`src/rtl/dsp_mem_stage_if.sv`:
```
// Handshake, operand, memory-bank and write-back signals of the DSP memory-access stage.
// master = pipeline/memory side, slave = dsp_mem_stage.
interface dsp_mem_stage_if #(
  parameter int DATA_W    = 16,
  parameter int ADDR_W    = 15,
  parameter int NUM_BANKS = 2
);
  logic                        in_valid;
  logic                        in_ready;
  logic [2:0]                  mem_mode;
  logic [DATA_W-1:0]           data_s1;
  logic [DATA_W-1:0]           data_s2;
  logic [DATA_W-1:0]           alu_result;
  logic                        wb_req;
  logic [NUM_BANKS-1:0]        mem_rd_en;
  logic [ADDR_W-1:0]           mem_rd_addr;
  logic [NUM_BANKS*DATA_W-1:0] mem_rd_data;
  logic [NUM_BANKS-1:0]        mem_wr_en;
  logic [ADDR_W-1:0]           mem_wr_addr;
  logic [DATA_W-1:0]           mem_wr_data;
  logic [DATA_W-1:0]           wb_data;
  logic                        rf_wr_en;
  logic                        err;

  modport master (
    output in_valid, mem_mode, data_s1, data_s2, alu_result, wb_req, mem_rd_data,
    input  in_ready, mem_rd_en, mem_rd_addr, mem_wr_en, mem_wr_addr, mem_wr_data,
           wb_data, rf_wr_en, err
  );

  modport slave (
    input  in_valid, mem_mode, data_s1, data_s2, alu_result, wb_req, mem_rd_data,
    output in_ready, mem_rd_en, mem_rd_addr, mem_wr_en, mem_wr_addr, mem_wr_data,
           wb_data, rf_wr_en, err
  );
endinterface

```
`src/rtl/dsp_mem_stage.sv`:
```
// Registered memory-access stage: NONE/LD/ST/LD_IMM/RMW_ADD over NUM_BANKS sync-read banks.
// Define DSP_MEM_PERF_CNT_EN to add the saturating perf_stall_cnt output.
module dsp_mem_stage #(
  parameter int DATA_W    = 16,
  parameter int ADDR_W    = 15,
  parameter int NUM_BANKS = 2
) (
  input  logic        clk,
  input  logic        rst,
  dsp_mem_stage_if.slave bus
`ifdef DSP_MEM_PERF_CNT_EN
  ,
  output logic [31:0] perf_stall_cnt
`endif
);
  localparam int BANK_BITS = (NUM_BANKS > 1) ? $clog2(NUM_BANKS) : 0;
  localparam int SEL_W     = (BANK_BITS > 0) ? BANK_BITS : 1;

  localparam logic [2:0] MODE_NONE = 3'd0;
  localparam logic [2:0] MODE_LD   = 3'd1;
  localparam logic [2:0] MODE_ST   = 3'd2;
  localparam logic [2:0] MODE_LDI  = 3'd3;
  localparam logic [2:0] MODE_RMW  = 3'd4;

  typedef enum logic [1:0] {IDLE, LD_WAIT, RMW_WAIT, RMW_WR} state_e;

  state_e               state_q;
  logic [SEL_W-1:0]     bankIn;
  logic [SEL_W-1:0]     bank_q;
  logic [ADDR_W-1:0]    addr_q;
  logic [DATA_W-1:0]    addend_q;
  logic [DATA_W-1:0]    rmwData_q;
  logic [NUM_BANKS-1:0] rmwWrEn_q;
  logic [DATA_W-1:0]    wbData_q;
  logic                 rfWrEn_q;
  logic                 err_q;
  logic                 accept;
  logic [NUM_BANKS-1:0] hotIn;
  logic [NUM_BANKS-1:0] hotQ;
  logic [DATA_W-1:0]    rdSel;
  logic [DATA_W-1:0]    sum;
  logic                 unusedS1;

  generate
    if (BANK_BITS > 0) begin : g_bank
      assign bankIn = bus.data_s1[ADDR_W +: BANK_BITS];
    end else begin : g_nobank
      assign bankIn = '0;
    end
  endgenerate

  assign unusedS1 = ^bus.data_s1;

  assign bus.in_ready = (state_q == IDLE) && !rst;
  assign accept       = bus.in_valid && bus.in_ready;
  assign hotIn        = NUM_BANKS'(1) << bankIn;
  assign hotQ         = NUM_BANKS'(1) << bank_q;
  assign rdSel        = bus.mem_rd_data[int'(bank_q)*DATA_W +: DATA_W];
  assign sum          = rdSel + addend_q;

  // Accept-cycle accesses are combinational; the RMW write comes from registers instead.
  assign bus.mem_rd_en   = (accept && (bus.mem_mode == MODE_LD || bus.mem_mode == MODE_RMW))
                           ? hotIn : '0;
  assign bus.mem_rd_addr = bus.data_s1[ADDR_W-1:0];
  assign bus.mem_wr_en   = (accept && bus.mem_mode == MODE_ST) ? hotIn : rmwWrEn_q;
  assign bus.mem_wr_addr = (state_q == RMW_WR) ? addr_q : bus.data_s1[ADDR_W-1:0];
  assign bus.mem_wr_data = (state_q == RMW_WR) ? rmwData_q : bus.data_s2;

  assign bus.wb_data  = wbData_q;
  assign bus.rf_wr_en = rfWrEn_q;
  assign bus.err      = err_q;

  always_ff @(posedge clk or posedge rst) begin
    if (rst) begin
      state_q   <= IDLE;
      bank_q    <= '0;
      addr_q    <= '0;
      addend_q  <= '0;
      rmwData_q <= '0;
      rmwWrEn_q <= '0;
      wbData_q  <= '0;
      rfWrEn_q  <= 1'b0;
      err_q     <= 1'b0;
    end else begin
      rfWrEn_q  <= 1'b0;
      rmwWrEn_q <= '0;
      case (state_q)
        IDLE: begin
          if (accept) begin
            case (bus.mem_mode)
              MODE_NONE: begin
                rfWrEn_q <= bus.wb_req;
                if (bus.wb_req) wbData_q <= bus.alu_result;
              end
              MODE_LD: begin
                bank_q  <= bankIn;
                state_q <= LD_WAIT;
              end
              MODE_ST: ;
              MODE_LDI: begin
                rfWrEn_q <= 1'b1;
                wbData_q <= bus.data_s2;
              end
              MODE_RMW: begin
                bank_q   <= bankIn;
                addr_q   <= bus.data_s1[ADDR_W-1:0];
                addend_q <= bus.data_s2;
                state_q  <= RMW_WAIT;
              end
              default: err_q <= 1'b1;
            endcase
          end
        end
        LD_WAIT: begin
          wbData_q <= rdSel;
          rfWrEn_q <= 1'b1;
          state_q  <= IDLE;
        end
        // Sum is registered once and feeds both the bank write and the write-back.
        RMW_WAIT: begin
          rmwData_q <= sum;
          rmwWrEn_q <= hotQ;
          wbData_q  <= sum;
          rfWrEn_q  <= 1'b1;
          state_q   <= RMW_WR;
        end
        RMW_WR:  state_q <= IDLE;
        default: state_q <= IDLE;
      endcase
    end
  end

`ifdef DSP_MEM_PERF_CNT_EN
  logic [31:0] stallCnt_q;

  always_ff @(posedge clk or posedge rst) begin
    if (rst) begin
      stallCnt_q <= '0;
    end else if (bus.in_valid && !bus.in_ready && (stallCnt_q != 32'hFFFF_FFFF)) begin
      stallCnt_q <= stallCnt_q + 32'd1;
    end
  end

  assign perf_stall_cnt = stallCnt_q;
`endif
endmodule
```
`src/flat_wrapper.sv`:
```
// flat-port wrapper written by rule: the top's interface ports become plain ports
module dsp_mem_stage_flat 
#(
  parameter int DATA_W    = 16,
  parameter int ADDR_W    = 15,
  parameter int NUM_BANKS = 2
)
  (clk, rst, bus_in_valid, bus_mem_mode, bus_data_s1, bus_data_s2, bus_alu_result, bus_wb_req, bus_mem_rd_data, bus_in_ready, bus_mem_rd_en, bus_mem_rd_addr, bus_mem_wr_en, bus_mem_wr_addr, bus_mem_wr_data, bus_wb_data, bus_rf_wr_en, bus_err);
  dsp_mem_stage_if #(.DATA_W(DATA_W), .ADDR_W(ADDR_W), .NUM_BANKS(NUM_BANKS)) bus_i ();
  input  logic clk;
  input  logic rst;
  input wire logic [$bits(bus_i.in_valid)-1:0] bus_in_valid;
  input wire logic [$bits(bus_i.mem_mode)-1:0] bus_mem_mode;
  input wire logic [$bits(bus_i.data_s1)-1:0] bus_data_s1;
  input wire logic [$bits(bus_i.data_s2)-1:0] bus_data_s2;
  input wire logic [$bits(bus_i.alu_result)-1:0] bus_alu_result;
  input wire logic [$bits(bus_i.wb_req)-1:0] bus_wb_req;
  input wire logic [$bits(bus_i.mem_rd_data)-1:0] bus_mem_rd_data;
  output wire logic [$bits(bus_i.in_ready)-1:0] bus_in_ready;
  output wire logic [$bits(bus_i.mem_rd_en)-1:0] bus_mem_rd_en;
  output wire logic [$bits(bus_i.mem_rd_addr)-1:0] bus_mem_rd_addr;
  output wire logic [$bits(bus_i.mem_wr_en)-1:0] bus_mem_wr_en;
  output wire logic [$bits(bus_i.mem_wr_addr)-1:0] bus_mem_wr_addr;
  output wire logic [$bits(bus_i.mem_wr_data)-1:0] bus_mem_wr_data;
  output wire logic [$bits(bus_i.wb_data)-1:0] bus_wb_data;
  output wire logic [$bits(bus_i.rf_wr_en)-1:0] bus_rf_wr_en;
  output wire logic [$bits(bus_i.err)-1:0] bus_err;
  assign bus_i.in_valid = bus_in_valid;
  assign bus_i.mem_mode = bus_mem_mode;
  assign bus_i.data_s1 = bus_data_s1;
  assign bus_i.data_s2 = bus_data_s2;
  assign bus_i.alu_result = bus_alu_result;
  assign bus_i.wb_req = bus_wb_req;
  assign bus_i.mem_rd_data = bus_mem_rd_data;
  assign bus_in_ready = bus_i.in_ready;
  assign bus_mem_rd_en = bus_i.mem_rd_en;
  assign bus_mem_rd_addr = bus_i.mem_rd_addr;
  assign bus_mem_wr_en = bus_i.mem_wr_en;
  assign bus_mem_wr_addr = bus_i.mem_wr_addr;
  assign bus_mem_wr_data = bus_i.mem_wr_data;
  assign bus_wb_data = bus_i.wb_data;
  assign bus_rf_wr_en = bus_i.rf_wr_en;
  assign bus_err = bus_i.err;
  dsp_mem_stage #(.DATA_W(DATA_W), .ADDR_W(ADDR_W), .NUM_BANKS(NUM_BANKS)) u_core (.clk(clk), .rst(rst), .bus(bus_i));
endmodule
```
`config.mk`:
```
export PLATFORM = sky130hd
export DESIGN_NAME = dsp_mem_stage_flat
export DESIGN_NICKNAME = d
export VERILOG_FILES = /design/src/rtl/dsp_mem_stage_if.sv /design/src/rtl/dsp_mem_stage.sv /design/src/flat_wrapper.sv
export SDC_FILE = /design/constraint.sdc
export NUM_CORES = 1
export LEC_CHECK = 0
export ABC_AREA = 1
export BUFFER_PORTS_ARGS = -buffer_cell sky130_fd_sc_hd__buf_2
export CAP_MARGIN = 40
export CORE_AREA = 2 2 79 119
export DETAILED_ROUTE_END_ITERATION = 7
export DIE_AREA = 0 0 81 121
export PLACE_DENSITY = 0.84
export SYNTH_ARGS = -nofsm -noshare
export SYNTH_HDL_FRONTEND = slang
export SYNTH_SLANG_ARGS = --single-unit
```
`constraint.sdc`:
```
create_clock -name clk -period 3.55 [get_ports clk]
set_clock_uncertainty 0.15 [all_clocks]
set_input_delay 0.1775 -clock clk [delete_from_list [all_inputs] [get_ports clk]]
set_output_delay 0.1775 -clock clk [all_outputs]
set_load 0.1 [all_outputs]
```
==> results.cfg <==
[synth]
avgSynthCellArea_um2 = 6.64
synth_most_common_cell = nand2_1
syn-cell-area_mm2 = 0.00480
yosys.area.top_type = dfrtp_1
synthDistinctLibCells = 33
syn_inst = 723
yosys-top-cells-area = dfrtp_1, nand2_1, a21oi_1
synth_ff_type = dfrtp_1
yosysTopAreaCellShare = 0.365
ys_seq_area_frac = 0.365
syn_nets = 831
synthTopCellsByCount = nand2_1, inv_1, dfrtp_1, a21oi_1, nor2_1
synth_seq_cells = 70
yosys_warnings = 0
synthArstFlopShare = 1.00
synth-edff-count = 0

[timing]
timing.final.max_slew_violations = 0
fin_crit_sh = 0.753
hold_ws_ns = 0.0156
setup_viol = 0
slew-limit-headroom = 0.488
clock.fmax_mhz = 374
worstMarginPinSlew_ns = 0.768
hold_viol_final = 0
fin_crit_ns = 2.67
rsz0062_at_grt = false

[die]
initial_utilization = 0.550
core_area_mm2 = 0.00872
pin_count = 156
row_count = 42
fp.dieW_um = 81
die_h_um = 121
dieArea_mm2 = 0.00980

[power]
p_leak_nw = 3.49
ir_drop_uv = 590
p_per_area_mw_per_mm2 = 1100
power_mw = 6.80

[clocking]
cts_root_buf = clkbuf_16
clk_pin_slew_ns = 0.05
cts_tree = yes
cts_sinks = 70
htree_num_levels = 3
cts_buffers = 9
clk_latency_ns = 0.33
postCtsSetupBuffers = 0
cts_buffer_depth = 2
holdBufCountCts = 33
cts.repair.resized = 0

[worst_setup_path]
crit_type = flip-flop to primary output
critPathMaxStageDelay_ns = 0.46
ff2ff_path_depth = 16
critPathMaxFanout = 5
cp.arrival_ns = 2.35
crit_required_ns = 3.22
start_kind = flip-flop
critPathCaptureType = primary output
path_cells = inv_1 > ha_1 > inv_2 > nor2_2 > nand2_2 > nor4_1 > inv_1 > o21ai_1 > buf_2
crit_slowest_cell = buf_2
crit_path_frequent_cell = inv_1

[place]
dpl-instance-area_mm2 = 0.00555
post-dp-hpwl_um = 9960
gp_congestion = 0.919
portBuffers = 155

[cells_and_area]
diodes = 0
final_design_area_no_fill_mm2 = 0.00619
fin_nets = 992
area_growth_pct = 29.0
drive_gt1_frac = 0.229

[run_status]
status = completed

[route]
num_vias = 5307
drcViolationCount = 0
first_pass_iters = 5
via_per_inst = 5.31
ant_nets = 0
drt_wl_total_um = 14500
drt_iter0_drc = 357
post_drt_wl_per_cell_um = 14.5

[hold_path]
hold_class = input port to flip-flop
min_path_cells = 3

[flow_run]
cap_violations = 0

[grt]
grt_usage = 0.312
antenna_found_initial = 0
grt_max_degree = 63
grt_pass1_vias = 5313
grt_first_pass_wirelength_um = 23600
grt.overflow.total = 0
critical path: cells and delay by family, from the launching register on:
| family | cells | cell delay [ns] |
|---|---|---|
| buffers and inverters | 4 | 0.79 |
| and+or+nand+nor | 3 | 0.43 |
| DFF | 1 | 0.42 |
| adders and majority gates | 1 | 0.21 |
| AOI/OAI and AO/OA | 1 | 0.16 |
routing by layer:
layer / vias up / GRT usage / part of all wire
met5: - / 0 / 0
met3: 41 / 0.0632 / 0.056
met2: 196 / 0.568 / 0.53
met1: 2496 / 0.330 / 0.37
li1: 2574 / - / -
met4: 0 / 0.154 / 0.045
sequential cells by signal, indices dropped and copies added, names as in the netlist:
| signal | count |
|---|---|
| u_core.rmwData_q | 16 |
| u_core.bus.rf_wr_en | 1 |
| u_core.bus.err | 1 |
| u_core.state_q | 2 |
| u_core.addend_q | 16 |
| u_core.bank_q | 1 |
| u_core.addr_q | 15 |
| u_core.bus.wb_data | 16 |
| u_core.rmwWrEn_q | 2 |
worst paths after layout:
path | start | slack (ns) | to
worst max register to register | u_core.bank_q$_DFFE_PP0P_ | 0.95 | u_core.bus.wb_data[10]$_DFFE_PP0P_
worst max-delay path | u_core.state_q[0]$_DFFE_PP0P_ | 0.88 | bus_mem_wr_en[0]
worst min-delay path | bus_mem_mode[2] | 0.02 | u_core.bus.err$_DFFE_PP0P_
min in group asynchronous | rst | 0.21 | u_core.bus.rf_wr_en$_DFF_PP0_
worst min register to register | u_core.bus.wb_data[2]$_DFFE_PP0P_ | 0.33 | u_core.bus.wb_data[2]$_DFFE_PP0P_
max in group asynchronous | rst | 2.17 | u_core.bus.wb_data[7]$_DFFE_PP0P_
through the flow:
| stage | instances | setup slack, ns | TNS [ns] | utilization |
|---|---|---|---|---|
| 4_1_cts | 999 | 0.926 | 0 | 0.710 |
| 2_1_floorplan | 723 | -0.210 | -0.421 | - |
| 3_3_place_gp | 948 | 1.04 | 0 | 0.631 |
| 5_1_grt | 999 | 0.698 | 0 | 0.710 |
| 6_report | 999 | 0.877 | 0 | 0.710 |
| 3_5_place_dp | 950 | 0.938 | 0 | 0.636 |
cells in the final DEF (no fill, tap or decap), types with 2 or more instances in the layout:
cell / synthesis / routed
clkinv_2: 0 / 2
o21ai_0: 42 / 40
inv_2: 5 / 6
a21oi_2: 11 / 11
nand2_2: 2 / 2
nand3b_1: 2 / 2
buf_2: 13 / 155
inv_1: 87 / 86
ha_1: 20 / 19
xor2_1: 2 / 2
nor2_2: 2 / 4
nor2_1: 57 / 55
o211ai_1: 2 / 2
dfrtp_1: 70 / 70
clkbuf_16: 0 / 9
nand2_1: 260 / 260
nor3_1: 3 / 3
buf_12: 0 / 2
dlygate4sd3_1: 0 / 33
or2_1: 2 / 2
nand4_1: 2 / 2
o21ai_1: 9 / 11
bufinv_16: 0 / 2
buf_4: 16 / 5
a21oi_1: 68 / 68
nand3_1: 23 / 23
clkbuf_1: 9 / 2
layout make-up:
class / count / area (um2)
inverters: 92 / 345
well taps: 110 / 138
clock buffers: 12 / 246
clock inverters: 4 / 70.1
repair buffers: 195 / 1180
flip-flops and latches: 70 / 1750
multi-input cells: 516 / 2460
fillers: 735 / 2530
cell families (layout without fill, tap and decap cells):
kind of cell | Yosys count | count (layout) | synth area share
xor+xnor | 3 | 3 | 0.00548
flops | 70 | 70 | 0.365
fa+ha+maj | 21 | 21 | 0.0563
compound gates | 136 | 136 | 0.155
simple gates | 356 | 356 | 0.294
buf+inv | 137 | 303 | 0.125
power by group:
group | internal, mW | switching (mW) | total (mW)
Combinational | 1.11 | 3.30 | 4.40
Sequential | 1.20 | 0.229 | 1.43
Clock | 0.632 | 0.337 | 0.969
(Power assumes the default switching activity.)
